`src/rtl/fp_mul_booth_seq.sv`:
```
// Sequential radix-4 Booth mantissa multiplier: 24x24 unsigned -> 48-bit product, one digit per cycle.
// Optional BOOTH_EARLY_EXIT_EN: zero operands bypass CALC and complete directly in DONE.
module fp_mul_booth_seq #(
    parameter int unsigned TAG_W = 14
) (
    input  logic             clk,
    input  logic             rst,
    input  logic             in_valid,
    output logic             in_ready,
    input  logic [22:0]      frc_X,
    input  logic [22:0]      frc_Y,
    input  logic             hid_X,
    input  logic             hid_Y,
    input  logic [TAG_W-1:0] tag_in,
    output logic             out_valid,
    input  logic             out_ready,
    output logic [47:0]      frc_Z_full,
    output logic [TAG_W-1:0] tag_out
);

    localparam int unsigned MANT_W = 24;
    localparam int unsigned PROD_W = 48;
    localparam int unsigned HI_W   = 27;
    localparam int unsigned LO_W   = 26;
    localparam int unsigned BR_W   = 27;
    localparam int unsigned CNT_W  = 4;

    localparam logic [CNT_W-1:0] LAST_DIGIT = CNT_W'(12);

    localparam logic [1:0] S_IDLE = 2'd0;
    localparam logic [1:0] S_CALC = 2'd1;
    localparam logic [1:0] S_DONE = 2'd2;

    logic [1:0]        state_q,   state_d;
    logic [CNT_W-1:0]  cnt_q,     cnt_d;
    logic [MANT_W-1:0] a_q,       a_d;
    logic [BR_W-1:0]   b_q,       b_d;
    logic [HI_W-1:0]   hi_q,      hi_d;
    logic [LO_W-1:0]   lo_q,      lo_d;
    logic [TAG_W-1:0]  tag_q,     tag_d;
    logic [PROD_W-1:0] z_q,       z_d;
    logic [TAG_W-1:0]  tag_out_q, tag_out_d;

    logic [MANT_W-1:0] op_a;
    logic [MANT_W-1:0] op_b;
    logic [HI_W-1:0]   a_x1;
    logic [HI_W-1:0]   a_x2;
    logic [HI_W-1:0]   mult;
    logic [HI_W-1:0]   sum;
    logic              accept;

    assign op_a       = {hid_X, frc_X};
    assign op_b       = {hid_Y, frc_Y};
    assign in_ready   = (state_q == S_IDLE) || ((state_q == S_DONE) && out_ready);
    assign out_valid  = (state_q == S_DONE);
    assign accept     = in_valid && in_ready;
    assign frc_Z_full = z_q;
    assign tag_out    = tag_out_q;

    // Booth digit select on the low three bits of the shifting multiplier.
    always_comb begin
        a_x1 = HI_W'(a_q);
        a_x2 = HI_W'({a_q, 1'b0});
        mult = '0;
        case (b_q[2:0])
            3'b001, 3'b010: mult = a_x1;
            3'b011:         mult = a_x2;
            3'b100:         mult = HI_W'(0) - a_x2;
            3'b101, 3'b110: mult = HI_W'(0) - a_x1;
            default:        mult = '0;
        endcase
        sum = hi_q + mult;
    end

    always_comb begin
        state_d   = state_q;
        cnt_d     = cnt_q;
        a_d       = a_q;
        b_d       = b_q;
        hi_d      = hi_q;
        lo_d      = lo_q;
        tag_d     = tag_q;
        z_d       = z_q;
        tag_out_d = tag_out_q;

        case (state_q)
            S_IDLE, S_DONE: begin
                if (accept) begin
                    a_d     = op_a;
                    b_d     = {2'b00, op_b, 1'b0};
                    hi_d    = '0;
                    lo_d    = '0;
                    cnt_d   = '0;
                    tag_d   = tag_in;
                    state_d = S_CALC;
`ifdef BOOTH_EARLY_EXIT_EN
                    if ((op_a == '0) || (op_b == '0)) begin
                        state_d   = S_DONE;
                        z_d       = '0;
                        tag_out_d = tag_in;
                    end
`endif
                end else if (state_q == S_DONE && out_ready) begin
                    state_d = S_IDLE;
                end
            end
            S_CALC: begin
                // Arithmetic shift of {hi, lo} by two after adding the selected multiple.
                hi_d  = {{2{sum[HI_W-1]}}, sum[HI_W-1:2]};
                lo_d  = {sum[1:0], lo_q[LO_W-1:2]};
                b_d   = {2'b00, b_q[BR_W-1:2]};
                cnt_d = cnt_q + CNT_W'(1);
                if (cnt_q == LAST_DIGIT) begin
                    state_d   = S_DONE;
                    z_d       = PROD_W'({hi_d, lo_d});
                    tag_out_d = tag_q;
                end
            end
            default: state_d = S_IDLE;
        endcase
    end

    always_ff @(posedge clk or posedge rst) begin
        if (rst) begin
            state_q   <= S_IDLE;
            cnt_q     <= '0;
            a_q       <= '0;
            b_q       <= '0;
            hi_q      <= '0;
            lo_q      <= '0;
            tag_q     <= '0;
            z_q       <= '0;
            tag_out_q <= '0;
        end else begin
            state_q   <= state_d;
            cnt_q     <= cnt_d;
            a_q       <= a_d;
            b_q       <= b_d;
            hi_q      <= hi_d;
            lo_q      <= lo_d;
            tag_q     <= tag_d;
            z_q       <= z_d;
            tag_out_q <= tag_out_d;
        end
    end

endmodule
```
`config.mk`:
```
export PLATFORM = sky130hd
export DESIGN_NAME = fp_mul_booth_seq
export DESIGN_NICKNAME = d
export VERILOG_FILES = /design/src/rtl/fp_mul_booth_seq.sv
export SDC_FILE = /design/constraint.sdc
export NUM_CORES = 1
export LEC_CHECK = 0
export CAP_MARGIN = 20
export CORE_MARGIN = 2
export CORE_UTILIZATION = 40
export CTS_CLUSTER_DIAMETER = 80
export DETAILED_ROUTE_END_ITERATION = 16
export PLACE_DENSITY_LB_ADDON = 0.08
export RECOVER_POWER = 100
export SETUP_SLACK_MARGIN = 0.2
export SLEW_MARGIN = 25
export SYNTH_ARGS = -nofsm -noshare
export SYNTH_HDL_FRONTEND = slang
export SYNTH_SLANG_ARGS = --single-unit
export TNS_END_PERCENT = 50
```
`constraint.sdc`:
```
create_clock -name clk -period 6.7 [get_ports clk]
set_input_delay 1.005 -clock clk [delete_from_list [all_inputs] [get_ports clk]]
set_output_delay 1.005 -clock clk [all_outputs]
set_load 0.01 [all_outputs]
```
==> run_results.csv, run 1 <==
group,metric,value,unit
cells_and_area,nets,1351,
timing,maxSlewHeadroom,-139.1,%
timing,fmax,0.1830,GHz
grt,grt_pass1_wl,42.01,mm
clock_network,path_clk_slew,80,ps
grt,grt_remaining_overflow,0,
place,placed_area,0.01125,mm2
worst_hold_path,worstHoldEndpoint,"frc_Z_full[0]",
worst_setup_path,start_kind,"flip-flop",
flow_run,drv_cap,5,
logic_synthesis,async_flop_share,100.0,%
route,drt_wl_total,25.10,mm
cells_and_area,fill_cells,2357,
worst_setup_path,r2r_cells,15,
clock_network,cts.sinks,180,
timing,hold_viol,0,
logic_synthesis,yosys.area.top_type,"dfrtp_1",
worst_setup_path,path_delay_family,"simple AND/OR/NAND/NOR gates",
worst_setup_path,path_max_fanout,13,
logic_synthesis,syn_inst,1169,
worst_setup_path,crit_type,"flip-flop to flip-flop",
route,wire_per_inst,15.77,um
route,vias_per_cell,5.237,
status,violations,"capacitance limit, slew limit",
logic_synthesis,synth_top_area_share,46.10,%
worst_setup_path,crit_chain,"clkbuf_1 -> clkinv_1 -> nor2_1 -> nor2_1 -> a21oi_1 -> nor2_1 -> o22ai_1 -> ha_1 -> nand2_1 -> o21ai_0 -> a32oi_1 -> a311oi_1 -> nor2b_1 -> or4_1 -> nand3_1",
worst_setup_path,cp.arrival,5820,ps
cells_and_area,layout-drive-gt1-share,4.968,%
route,dr.first_iter.drc_count,784,
clock_network,ctsHoldBuffers,0,
pwr,irDropWorstVdd,0.1968,mV
grt,grt_util_all_layers,19.99,%
worst_setup_path,r2r_slack,1240,ps
logic_synthesis,netlist_area,0.009771,mm2
grt,antenna_found_initial,0,
place,dp_hpwl,16.95,mm
status,status,"finished with violations",
clock_network,cts_setup_buffers,0,
timing,fin_crit_sh,81.55,%
logic_synthesis,netlist-cell-type-count,63,
floorplan,die_y,160.3,um
worst_hold_path,hold_class,"flip-flop to flip-flop",
cells_and_area,finish.instance_area,0.01183,mm2
worst_setup_path,crit_required,7050,ps
worst_setup_path,r2r-start,"b_q[0]",
logic_synthesis,yosys_most_used_dff,"dfrtp_1",
clock_network,clockBufferDepth,2,
worst_setup_path,path_buf_inv,2,
logic_synthesis,synth.area.top_cells,"dfrtp_1, nand2_1, ha_1",
clock_network,clock_latency,430,ps
cells_and_area,layout_commonest_cell,"nand2_1",
route,ant_nets,0,
logic_synthesis,ys_seq_area_share,46.10,%
clock_network,cts_tree,"done",
route,via_count,8338,
grt,grt_max_degree,94,
floorplan,io_pins,130,
floorplan,coreArea,0.02418,mm2
worst_hold_path,min_from,"frc_Z_full[0]",
place,place_ws,1956,ps
cells_and_area,diodes,0,
logic_synthesis,ys_warn_count,0,
timing,worstMarginPinSlew,3567,ps
route,drc_errors,0,
place,gp_congestion,0.9114,
cells_and_area,fin_util,48.94,%
clock_network,cts_root_buf,"clkbuf_16",
timing,slew_viol_final,281,
timing,period_needed,5464,ps
logic_synthesis,syn-num-nets,1265,
worst_setup_path,r2r_end,"frc_Z_full[43]",
cells_and_area,layout_common_cells,"nand2_1, dfrtp_1, nor2_1",
timing,setup_viol,0,
route,dr.pass1.iters,5,
place,placed_cells,1560,
timing,fin_ws,1236,ps
cells_and_area,seqCellArea,0.004504,mm2
timing,fin_tns_setup,0,ps
pwr,finalPower,7.257,mW
cells_and_area,area_delta_synth_final,21.09,%
timing,hold_ws,468.5,ps
clock_network,htreeDepth,4,
logic_synthesis,yosys_register_bits,180,
timing,rsz0062_at_grt,"false",
logic_synthesis,avgSynthCellArea,8.358,um2
worst_setup_path,crit_path_top_delay_cell,"dfrtp_1",
worst_setup_path,max_stage_delay,630,ps
floorplan,initial_core_util,40.41,%
worst_setup_path,crit_top_cell,"nor2_1",
pwr,powerDensity,613.4,mW/mm2
worst_setup_path,setup.worst_path.end_class,"flip-flop",
grt,grt_pass1_vias,7903,
floorplan,placementRows,57,
timing,skew,11.18,ps
floorplan,die-width,160.3,um
cells_and_area,multiInputGateArea,0.004883,mm2
place,portBuffers,129,
pwr,leakagePower,5.492,nW
clock_network,cts_resized,0,
logic_synthesis,synth_edf_count,0,
clock_network,cts_made_buffers,17,
worst_hold_path,hold_depth,2,
floorplan,die_area,0.02569,mm2
cells_and_area,layout.cells.non_filler,1592,
[per-layer routing]
metal	global-route usage, %	share of wire [%]	vias up
met5	0	0	-
met4	5.569	0.96	0
met3	2.944	3.8	21
met2	29.99	45	230
met1	30.14	51	3922
li1	-	-	4165
[registers in the layout, summed over array words and instances (netlist names)]
name,flops
frc_Z_full,48
tag_q,14
tag_out,14
b_q,25
hi_q,25
lo_q,24
cnt_q,4
a_q,24
state_q,2
[power breakdown]
group	switching (mW)	internal, mW
sequential	0.434	1.61
combinational	2.44	1.73
clock	0.531	0.518
[Yosys cell counts, types with 15 or more instances]
cell type / n
o21ai_0: 71
nand3_1: 15
dfrtp_1: 180
xnor2_1: 34
clkbuf_1: 55
a21oi_1: 51
nand2_1: 404
nor3_1: 24
nor2_1: 72
ha_1: 29
a31oi_1: 29
inv_1: 15
[kinds of logic (layout without fill, tap and decap cells)]
family                   after synthesis  after routing  synth area share, %
multiplexers                          13             13                1.434
adder cells (fa/ha/maj)               30             30                3.919
buffers and inverters                 89            188                3.995
AO/OA/AOI/OAI                        234            234                15.10
flip-flops                           180            180                46.10
AND/OR/NAND/NOR                      576            576                25.24
XOR/XNOR                              47             47                4.213
[worst register-to-register path: cells and delay by family, from the launching register on]
kind / cells / cell delay, ps
AOI/OAI and AO/OA: 5 / 1620
adders and majority gates: 1 / 280
buffers and inverters: 2 / 990
DFF: 1 / 630
and+or+nand+nor: 7 / 1890
[worst max-delay path by stage]
stage / startpoint / to / slack [ps] / depth (start not counted)
2_1_floorplan: rst / a_q[0] / 810 / 1
3_3_place_gp: b_q[0] / frc_Z_full[41] / 1970 / 15
3_5_place_dp: b_q[0] / frc_Z_full[41] / 1960 / 15
4_1_cts: b_q[0] / frc_Z_full[41] / 1950 / 15
5_1_grt: b_q[0] / frc_Z_full[43] / 850 / 15
6_report: b_q[0] / frc_Z_full[43] / 1240 / 15
[cell type report]
class                      count  area share (%)
clock inverter                15           1.671
timing repair buffer         140           11.44
sequential                   180           38.07
inverter                      16          0.5182
clock buffer                  17           3.596
tap                          324           3.426
multi-input combinational    900           41.28
Note: power is estimated with default switching activity, not from simulation.
==> run 2: changes to the inputs <==
- clock period: 6.7 -> 4.4 ns (I/O delays scaled with it)
==> run_results.csv, run 2 (synthesized netlist as in run 1, its figures left out) <==
group,metric,value,unit
status,status,"finished with violations",
status,violations,"capacitance limit, slew limit",
floorplan,die_area,0.02569,mm2
timing,slew_viol_final,235,
route,via_count,8549,
clock_network,path_clk_slew,80,ps
cells_and_area,layout-drive-gt1-share,9.235,%
worst_setup_path,cp.arrival,4390,ps
pwr,switchingPower,5.413,mW
timing,fin_crit_sh,91.63,%
cells_and_area,fin_util,50.79,%
grt,antenna_found_initial,0,
place,place_ws,166.8,ps
grt,grt_pass1_vias,8380,
clock_network,cts_made_buffers,17,
worst_setup_path,crit_path_top_delay_cell,"or4_1",
cells_and_area,layout_common_cells,"nand2_1, dfrtp_1, nor2_1",
timing,fin_tns_setup,0,ps
cells_and_area,diodes,0,
floorplan,die-width,160.3,um
clock_network,clock_latency,430,ps
worst_setup_path,crit_type,"flip-flop to flip-flop",
timing,maxSlewHeadroom,-44.99,%
floorplan,io_pins,130,
cells_and_area,fill_cells,2321,
pwr,leakagePower,5.747,nW
pwr,combPwrFrac,60.3,%
pwr,powerDensity,960.6,mW/mm2
clock_network,clockBufferDepth,2,
clock_network,cts.sinks,180,
pwr,pwr-share-clk,13.6,%
worst_setup_path,start_kind,"flip-flop",
clock_network,ctsHoldBuffers,0,
clock_network,cts_root_buf,"clkbuf_16",
worst_setup_path,crit_chain,"or3_1 -> o31ai_1 -> xnor2_1 -> a21oi_1 -> nor2_1 -> a221o_1 -> ha_1 -> inv_1 -> nor3_2 -> o2111ai_1 -> a311oi_2 -> buf_4 -> nor2b_2 -> or4_1 -> nand3_1",
cells_and_area,area_delta_synth_final,25.69,%
route,dr.first_iter.drc_count,555,
timing,hold_viol,0,
route,wire_per_inst,15.99,um
worst_setup_path,setup.worst_path.end_class,"flip-flop",
floorplan,placementRows,57,
route,ant_nets,0,
place,dp_hpwl,18.44,mm
timing,hold_ws,459.0,ps
grt,grt_util_all_layers,20.94,%
floorplan,initial_core_util,40.41,%
timing,skew,12.77,ps
place,gp_congestion,0.8953,
floorplan,die_y,160.3,um
timing,worstMarginPinSlew,2175,ps
route,drc_errors,0,
floorplan,coreArea,0.02418,mm2
pwr,irDropWorstVdd,0.3392,mV
worst_hold_path,hold_class,"flip-flop to flip-flop",
clock_network,cts_tree,"done",
pwr,pwr-share-seq,26.1,%
cells_and_area,layout_commonest_cell,"nand2_1",
timing,fin_ws,368.1,ps
worst_setup_path,crit_required,4750,ps
timing,rsz0062_at_grt,"true",
timing,setup_viol,0,
cells_and_area,nets,1404,
pwr,power.share.switching,45.89,%
grt,grt_pass1_wl,43.82,mm
route,vias_per_cell,5.197,
timing,period_needed,4032,ps
grt,grt_remaining_overflow,0,
place,portBuffers,129,
route,dr.pass1.iters,5,
pwr,intPower,6.383,mW
grt,grt_max_degree,94,
worst_setup_path,max_stage_delay,510,ps
cells_and_area,largest_reg_flops,48,
clock_network,htreeDepth,4,
timing,fmax,0.2480,GHz
route,drt_wl_total,26.30,mm
worst_setup_path,path_max_fanout,9,
flow_run,drv_cap,5,
## run 2: cell count changes in the layout (fill, tap and decap cells not counted), sizes merged
cell,change
buf,+45
clkbuf,+8
bufinv,+1
inv,-1
## run 2: layout make-up
cell class / instances / area (um2) / area share, %
Clock buffer: 17 / 425.4 / 3.464
Sequential cell: 180 / 4504 / 36.68
Tap cell: 324 / 405.4 / 3.301
Timing Repair Buffer: 193 / 1732 / 14.10
Multi-Input combinational cell: 900 / 4954 / 40.34
Inverter: 16 / 61.31 / 0.4992
Clock inverter: 15 / 198.9 / 1.620
## run 2: worst paths after layout
check | startpoint | endpoint | slack, ps | cells past startpoint
worst max register to register | a_q[5] | frc_Z_full[43] | 370 | 15
max in group asynchronous | rst | tag_out[11] | 980 | 3
worst min-delay path | tag_q[13] | tag_out[13] | 460 | 2
worst max-delay path | a_q[5] | frc_Z_full[43] | 370 | 15
min in group asynchronous | rst | frc_Z_full[16] | 890 | 2
worst min register to register | tag_q[13] | tag_out[13] | 460 | 2
## run 2: power by group through the flow
stage          combinational (mW)  clock, mW  sequential, mW
2_1_floorplan                4.68          0            3.01
3_3_place_gp                 7.02          0            3.11
3_5_place_dp                 7.08          0            3.12
4_1_cts                      7.10       1.65            3.10
5_1_grt                      7.96       1.73            3.20
6_report                     7.11       1.60            3.08
## run 2: through the flow
step	cell area, um2	std cells	total power, mW
3_5_place_dp	11680	1612	10.20
4_1_cts	12300	1644	11.84
5_1_grt	12280	1645	12.89
2_1_floorplan	9774	1169	7.684
3_3_place_gp	11680	1612	10.13
6_report	12280	1645	11.80
## run 2: worst max-delay path, delay by kind of cell (launching register included)
kind | cells | cell delay (ps)
adder cells (fa/ha/maj) | 1 | 420
XOR/XNOR | 1 | 130
AND/OR/NAND/NOR | 6 | 1390
flip-flops | 1 | 490
AO/OA/AOI/OAI | 5 | 1220
buffers and inverters | 2 | 300
## run 2: routing by layer
layer	global-route usage, %	vias up	share of wire, %
met5	0	-	0
met4	6.183	0	1.7
met3	2.841	27	3.5
met2	31.94	216	44
met1	31.16	4042	50
li1	-	4264	-
## run 2: timing repair
item | 4_1_cts | 5_1_grt
hold endpoints to repair | 0 | 0
buffers inserted | 0 | 1
resized for setup | 1 | 16
pin swaps | 0 | 5
setup endpoints to repair | 2 | 20
gates cloned | 0 | 0
